`config.mk`:
```
export PLATFORM = sky130hd
export DESIGN_NAME = vga_compositor
export DESIGN_NICKNAME = d
export VERILOG_FILES = /design/src/rtl/vga_compositor.sv
export SDC_FILE = /design/constraint.sdc
export NUM_CORES = 1
export LEC_CHECK = 0
export CORE_AREA = 2 2 98 100
export CTS_CLUSTER_DIAMETER = 60
export DETAILED_ROUTE_END_ITERATION = 8
export DIE_AREA = 0 0 100 102
export PLACE_DENSITY = 0.95
export SLEW_MARGIN = 5
export SYNTH_ARGS = -nofsm -noshare
export SYNTH_HDL_FRONTEND = slang
export SYNTH_SLANG_ARGS = --single-unit
```
`constraint.sdc`:
```
create_clock -name clk -period 4.7 [get_ports clk]
set_input_delay 0.94 -clock clk [delete_from_list [all_inputs] [get_ports clk]]
set_output_delay 0.94 -clock clk [all_outputs]
set_load 0.01 [all_outputs]
```
`src/rtl/vga_compositor.sv`:
```
// vga_compositor: VGA timing generator that composites text, graphics, cursor and background layers.
module vga_compositor #(
  parameter int H_ACTIVE = 640,
  parameter int H_FP = 16,
  parameter int H_SYNC = 96,
  parameter int H_BP = 48,
  parameter int V_ACTIVE = 480,
  parameter int V_FP = 10,
  parameter int V_SYNC = 2,
  parameter int V_BP = 33,
  parameter int CW = 4,
  parameter int RD_LAT = 1,
  parameter int BLINK_SH = 5
) (
  input  logic clk,
  input  logic rst,
  input  logic pix_ce,
  input  logic we_reg,
  input  logic irq_clr,
  input  logic [31:0] data_in,
  output logic [10:0] col_o,
  output logic [10:0] row_o,
  input  logic [3*CW-1:0] text_color,
  input  logic [3*CW-1:0] graph_color,
  input  logic [3*CW-1:0] cursor_color,
  output logic [CW-1:0] r,
  output logic [CW-1:0] g,
  output logic [CW-1:0] b,
  output logic hsync,
  output logic vsync,
  output logic irq,
  output logic [31:0] vga_status
);
  localparam int CFG_W = 8 + 3*CW;
  localparam logic [10:0] HA = 11'(H_ACTIVE);
  localparam logic [10:0] HS0 = 11'(H_ACTIVE + H_FP);
  localparam logic [10:0] HS1 = 11'(H_ACTIVE + H_FP + H_SYNC);
  localparam logic [10:0] HL = 11'(H_ACTIVE + H_FP + H_SYNC + H_BP - 1);
  localparam logic [10:0] VA = 11'(V_ACTIVE);
  localparam logic [10:0] VS0 = 11'(V_ACTIVE + V_FP);
  localparam logic [10:0] VS1 = 11'(V_ACTIVE + V_FP + V_SYNC);
  localparam logic [10:0] VL = 11'(V_ACTIVE + V_FP + V_SYNC + V_BP - 1);
  logic [10:0] hcnt, vcnt;
  logic [15:0] frame_cnt;
  logic [CFG_W-1:0] shadow, cfg;
  logic pending;
  logic active, hs_on, vs_on, load, cursor_vis;
  logic [3*CW-1:0] sel;
  // delay lines hold sync as active-high pulses so a cleared stage means "no sync"
  logic [RD_LAT-1:0] act_d, hs_d, vs_d;
  logic unused_bits;
  assign unused_bits = ^{data_in[7:4], data_in >> CFG_W};
  assign col_o = hcnt;
  assign row_o = vcnt;
  assign vga_status = {frame_cnt, 11'b0, irq, pending, vcnt >= VA, cfg[1:0]};
  always_comb begin
    active = (hcnt < HA) && (vcnt < VA);
    hs_on = (hcnt >= HS0) && (hcnt < HS1);
    vs_on = (vcnt >= VS0) && (vcnt < VS1);
    load = pix_ce && (hcnt == 11'd0) && (vcnt == VA);
    cursor_vis = ~cfg[2] | ~frame_cnt[BLINK_SH];
    sel = cfg[1:0] == 2'd0 ? text_color :
          cfg[1:0] == 2'd1 ? graph_color :
          cfg[1:0] == 2'd3 ? cfg[CFG_W-1:8] :
          ((|cursor_color) && cursor_vis) ? cursor_color : text_color;
  end
  always_ff @(posedge clk) begin
    if (rst) begin
      hcnt <= '0;
      vcnt <= '0;
      frame_cnt <= '0;
      shadow <= '0;
      cfg <= '0;
      pending <= 1'b0;
      irq <= 1'b0;
      act_d <= '0;
      hs_d <= '0;
      vs_d <= '0;
      r <= '0;
      g <= '0;
      b <= '0;
      hsync <= 1'b1;
      vsync <= 1'b1;
    end else begin
      if (pix_ce) begin
        hcnt <= (hcnt == HL) ? 11'd0 : hcnt + 11'd1;
        if (hcnt == HL) vcnt <= (vcnt == VL) ? 11'd0 : vcnt + 11'd1;
        act_d <= RD_LAT'({act_d, active});
        hs_d <= RD_LAT'({hs_d, hs_on});
        vs_d <= RD_LAT'({vs_d, vs_on});
        r <= act_d[RD_LAT-1] ? sel[3*CW-1:2*CW] : '0;
        g <= act_d[RD_LAT-1] ? sel[2*CW-1:CW] : '0;
        b <= act_d[RD_LAT-1] ? sel[CW-1:0] : '0;
        hsync <= ~hs_d[RD_LAT-1];
        vsync <= ~vs_d[RD_LAT-1];
      end
      if (load) begin
        cfg <= shadow;
        frame_cnt <= frame_cnt + 16'd1;
      end
      if (we_reg) shadow <= data_in[CFG_W-1:0];
      pending <= we_reg | (pending & ~load);
      irq <= (load & cfg[3]) | (irq & ~irq_clr);
    end
  end
endmodule

```
==> impl_metrics.py <==
metrics = {
    "outcome": {
        "outcome": "finished clean",
    },
    "synth": {
        "synth_edf_count": 0,
        "async_flop_share_pct": 0,
        "syn-mean-instance-area_sq_um": 8.46,
        "netlist_instances": 537,
        "yosysTopAreaCell": "dfxtp_1",
        "synth_seq_cells": 89,
        "synth_top_area_share_pct": 39.2,
        "netlist_area_sq_mm": 0.00454,
        "ys.flop_type": "dfxtp_1",
        "synthTopCellsByArea": "dfxtp_1 39%, mux2i_1 5.7%, a21oi_1 5.5%",
        "synth_warnings": 0,
        "yosysSeqAreaShare_pct": 39.2,
        "synthDistinctLibCells": 56,
    },
    "setup_path": {
        "end_kind": "flop",
        "critPathLaunchType": "primary input",
        "cp.arrival_ps": 3550,
        "cp_data_required_time_ps": 4920,
        "crit_type": "primary input to flop",
        "critPathMaxFanout": 31,
    },
    "detailed_routing": {
        "wire_per_inst_microns": 17.6,
        "drtIter0Drc": 337,
        "drt_first_pass_iters": 5,
        "via_per_inst": 6.24,
        "vias": 4593,
        "wl_mm": 13.0,
        "drcViolationCount": 0,
        "detail-route-antenna-nets": 0,
    },
    "power_and_ir_drop": {
        "pwr-share-seq_pct": 51.2,
        "ir_drop_mv": 0.198,
        "cellInternalPower_mw": 1.18,
        "p_comb_share_pct": 9.7,
        "p_leak_nw": 1.97,
        "power.switching_uw": 343,
        "power_density_mw_per_mm2": 262,
        "clock_power_share_pct": 39.0,
        "switching_share_pct": 22.5,
    },
    "clocking": {
        "cts_buffer_depth": 2,
        "insertion_delay_ps": 350,
        "cts_root_buffer": "clkbuf_8",
        "hold_buffers": 0,
        "cts_setup_buffers": 0,
        "cts_tree": "built",
        "cts_max_level": 3,
        "clkTransAtPathRegs_ps": 90,
        "cts_inserted_buffers": 9,
        "cts.sinks": 89,
        "cts_resized": 0,
    },
    "floorplan": {
        "die_h_microns": 102,
        "start_util_pct": 49.9,
        "die_x_microns": 100,
        "io_pins": 142,
        "die-area_sq_mm": 0.0102,
        "design.core.area_sq_mm": 0.00911,
        "rows": 35,
    },
    "finish": {
        "area_growth_pct": 27.7,
        "final_cell_mix": "113 x clkdlybuf4s50_1, 89 x dfxtp_1, 50 x a21oi_1",
        "nets": 698,
        "fin_area_sq_mm": 0.00580,
        "antenna_cells": 0,
        "layout_commonest_cell": "clkdlybuf4s50_1",
        "drive_gt1_share_pct": 4.16,
    },
    "global_route": {
        "grt_overflow_total": 0,
        "antenna_found_initial": 0,
        "grt_pass1_vias": 4191,
        "grt_pass1_wl_mm": 20.3,
        "grt_start_max_net_pins": 68,
        "groute.usage.overall_pct": 24.7,
    },
    "sta": {
        "hold_viol_final": 0,
        "setup_viol": 0,
        "worst_pin_slew_ps": 983,
        "fmax_mhz": 300,
        "fin_crit_sh_pct": 70.9,
        "rsz0062_at_grt": "no",
        "relSlewSlack_pct": 34.3,
        "setup_ws_ps": 1370,
        "period_minus_slack_ps": 3330,
        "worst_clock_skew_ps": 6.02,
        "slew_viol_final": 0,
        "tns_ps": 0,
    },
    "placed_design": {
        "portBuffers": 114,
        "gp_congestion": 0.890,
        "hpwl_mm": 9.11,
        "dp_slack_ps": 1030,
        "place_area_sq_mm": 0.00558,
    },
    "worst_hold_path": {
        "hold_class": "flop to flop",
    },
    "job": {
        "drv_cap": 0,
    },
}
-- per-layer routing --
| layer | vias to the layer above | track usage, % | part of all wire [%] |
|---|---|---|---|
| met5 | - | 0 | 0 |
| met3 | 32 | 5.20 | 8.6 |
| met4 | 0 | 9.06 | 1.9 |
| li1 | 2147 | - | - |
| met1 | 2130 | 30.3 | 39 |
| met2 | 284 | 42.9 | 50 |
-- state kept, by name (all words and copies together), names as in the netlist --
| name | count |
|---|---|
| act_d | 1 |
| shadow | 16 |
| hs_d | 1 |
| r | 4 |
| frame_cnt | 16 |
| col_o | 11 |
| g | 4 |
| pending | 1 |
| hsync | 1 |
| irq | 1 |
| row_o | 11 |
| b | 4 |
| vs_d | 1 |
| cfg | 16 |
| vsync | 1 |
-- power groups by stage --
stage                     Clock (mW)  Combinational [mW]  Sequential, mW
after global routing           0.637               0.158           0.781
final                          0.594               0.148           0.779
after floorplan                    0              0.0720           0.796
after detailed placement           0               0.145           0.796
after global placement             0               0.141           0.796
after CTS                      0.595               0.146           0.779
-- area by class of cell --
class | instances | area [sq um]
Clock buffer | 14 | 163
Clock inverter | 2 | 60.1
Fill cell | 711 | 3310
Inverter | 12 | 45.0
Multi-Input combinational cell | 392 | 2460
Sequential cell | 89 | 1780
Tap cell | 111 | 139
Timing Repair Buffer | 116 | 1150
-- final timing paths --
| check | endpoint | cells after the start | slack (ps) | start |
|---|---|---|---|---|
| min reg2reg | cfg[12] | 2 | 480 | shadow[12] |
| max | frame_cnt[14] | 6 | 1370 | pix_ce |
| max reg2reg | frame_cnt[14] | 4 | 2120 | row_o[2] |
| min | cfg[12] | 2 | 480 | shadow[12] |
-- kinds of logic (layout without fill, tap and decap cells) --
logic type               after synthesis  count (layout)  synth area share, %
XOR/XNOR                              13              13                 2.51
buffers and inverters                 66             144                 7.41
AND/OR/NAND/NOR                      194             194                 24.2
multiplexers                          28              28                 6.22
other                                  1              11               0.0825
AO/OA/AOI/OAI                        141             141                 19.0
adder cells (fa/ha/maj)                5               5                 1.38
flip-flops                            89              89                 39.2
-- cell usage after synthesis, types with 3 or more instances --
cell type and number:
clkbuf_1 24, or2_2 3, o21ai_0 31, xnor2_1 8, nand3b_1 3, o22ai_1 8, a21oi_1 50, xor2_1 5
inv_1 12, dfxtp_1 89, a22oi_1 3, ha_1 5, nor3b_1 3, nor3_1 7, and3_1 7, or4_1 18
buf_4 16, nor2_1 42, a31oi_1 6, nand4_1 15, nand3_1 32, and2_1 3, nor2b_1 5, mux2i_1 26
nand2_1 25, o2bb2ai_1 3, and4_1 7, buf_2 11, a211oi_1 5, a221oi_1 6, o31ai_1 16, or3_1 7
nor4_1 6
-- critical path, stage by stage --
cell and delay [ps]:
clkdlybuf4s50_1 450, buf_4 280, nor4b_1 340, nand4_1 740, o311ai_0 640, o41ai_1 140
-- per-stage QoR --
step	hold WS, ps	total power, mW	cells	utilization (%)
finish	476	1.52	736	63.7
global route	492	1.58	736	63.7
CTS	477	1.52	736	63.7
detailed placement	463	0.941	720	61.3
global placement	457	0.937	720	61.3
floorplan	444	0.868	547	-
Power figures use the tool's default switching activity.
==> edit: new RTL, same settings <==
One comparison of `hcnt` changes from == to >=.
--- a/src/rtl/vga_compositor.sv
+++ b/src/rtl/vga_compositor.sv
@@ -86,3 +86,3 @@
         hcnt <= (hcnt == HL) ? 11'd0 : hcnt + 11'd1;
-        if (hcnt == HL) vcnt <= (vcnt == VL) ? 11'd0 : vcnt + 11'd1;
+        if (hcnt >= HL) vcnt <= (vcnt == VL) ? 11'd0 : vcnt + 11'd1;
         act_d <= RD_LAT'({act_d, active});
Formal check against the unedited RTL: no difference found for any inputs over 10 cycles, from zero or initial values and one cycle with rst high; that may be too few to reach the edited logic, so the function may still have changed.
==> edit against the original RTL <==
Total power shrank 2.4%. Final area grew 1.9%. Sequential share of layout area shrank 0.58 points. Worst setup slack gained 0.52 ns. Count of clock-buffer cells in the layout shrank 5. Sequential cell count is the same. Synthesized cell count grew 1.3%. Non-clock buffer count grew 3. Area after synthesis grew 2.4%. Final cell count grew 1.1%. Die area is the same. Routed wire length shrank 1.5%. Largest power group unchanged.
==> edit: results (changes against the original RTL) <==
num_vias: 4573  # was 4593
peakVddDrop_uv: 181  # was 198 uV
route.detailed.vias_per_inst: 6.15  # was 6.24
min_from: "shadow[3]"  # was shadow[12]
synth.area.mux_share_pct: 7.48  # was 6.22%
cp.arrival_ns: 1.88  # was 3.55 ns
rrSetupSlack_ns: 2.30  # was 2.12 ns
clk_path_buf_depth: 2  # unchanged
grt_pass1_vias: 4253  # was 4191
synth_adder_area_share_pct: 1.34  # was 1.38%
dp_slack_ns: 1.67  # was 1.03 ns
clk_latency_ns: 0.37  # was 0.35 ns
hold_end: "cfg[3]"  # was cfg[12]
track_usage_pct: 25.2  # was 24.7%
hold_ws_ns: 0.485  # was 0.476 ns
post_dp_cell_area_sq_um: 5710  # was 5580 sq um
cts_setup_buffers: 0  # unchanged
ctsResizeCount: 0  # unchanged
slew_headroom_pct: 32.9  # was 34.3%
clock_skew_ns: 0.00794  # was 0.00602 ns
drt_iter0_drc: 358  # was 337
finalWeightedCongestion: 0.921  # was 0.890
status: "finished, final reports clean"  # unchanged
grt_max_degree: 54  # was 68
crit_path_end: "vga_status[2]"  # was frame_cnt[14]
dp_hpwl_mm: 9.04  # was 9.11 mm
internal_power_mw: 1.10  # was 1.18 mW
leakage_nw: 2.03  # was 1.97 nW
fin_nets: 706  # was 698
dpl.cell_count: 728  # was 720
ys_seq_area_share_pct: 38.3  # was 39.2%
cp_max_fo: 8  # was 31
synthTopCellsByCount: "dfxtp_1 (89), a21oi_1 (47), nor2_1 (40)"  # was dfxtp_1 (89), a21oi_1 (50), nor2_1 (42)
synthDistinctLibCells: 59  # was 56
syn-instance-count: 544  # was 537
synthArstFlopShare_pct: 0  # unchanged
drive_above_1_share_pct: 6.79  # was 4.16%
synthXorXnorAreaFrac_pct: 1.51  # was 2.51%
crit-reg2reg-launch: "col_o[10]"  # was row_o[2]
synth_compound_area_share_pct: 21.3  # was 19.0%
synth_area_leaders: "dfxtp_1 (38%), mux2i_1 (6.0%), a21oi_1 (5.1%)"  # was dfxtp_1 (39%), mux2i_1 (5.7%), a21oi_1 (5.5%)
num-fill-cells: 762  # was 711
reg2reg_to: "frame_cnt[2]"  # was frame_cnt[14]
crit_start: "row_o[5]"  # was pix_ce
drt_wl_total_mm: 12.8  # was 13.0 mm
grt_pass1_wl_mm: 20.9  # was 20.3 mm
[edit: power groups by stage]
stage	clock (mW)	combinational (mW)	sequential [mW]
3_5_place_dp	0	0.142	0.793
6_report	0.565	0.144	0.776
4_1_cts	0.570	0.143	0.775
2_1_floorplan	0	0.0765	0.792
3_3_place_gp	0	0.138	0.792
5_1_grt	0.605	0.156	0.777
[edit: layout make-up]
class / instances / area share [%]
multi-input combinational: 391 / 43.0
tap: 111 / 2.35
clock buffer: 9 / 2.09
timing repair buffer: 119 / 19.8
inverter: 18 / 1.14
clock inverter: 7 / 1.46
sequential: 89 / 30.1
[edit: per-layer routing]
layer | global-route usage (%) | up-vias | routed length (um)
li1 | - | 2160 | -
met1 | 33.6 | 2165 | 5510
met2 | 40.7 | 206 | 6060
met3 | 3.63 | 42 | 774
met4 | 11.6 | 0 | 416
met5 | 0 | - | 0
[edit: worst max-delay path: stages, from the launching register on]
cell	delay, ns
dfxtp_1	0.49
nand4_1	0.26
nand2_1	0.20
clkdlybuf4s50_1	0.56
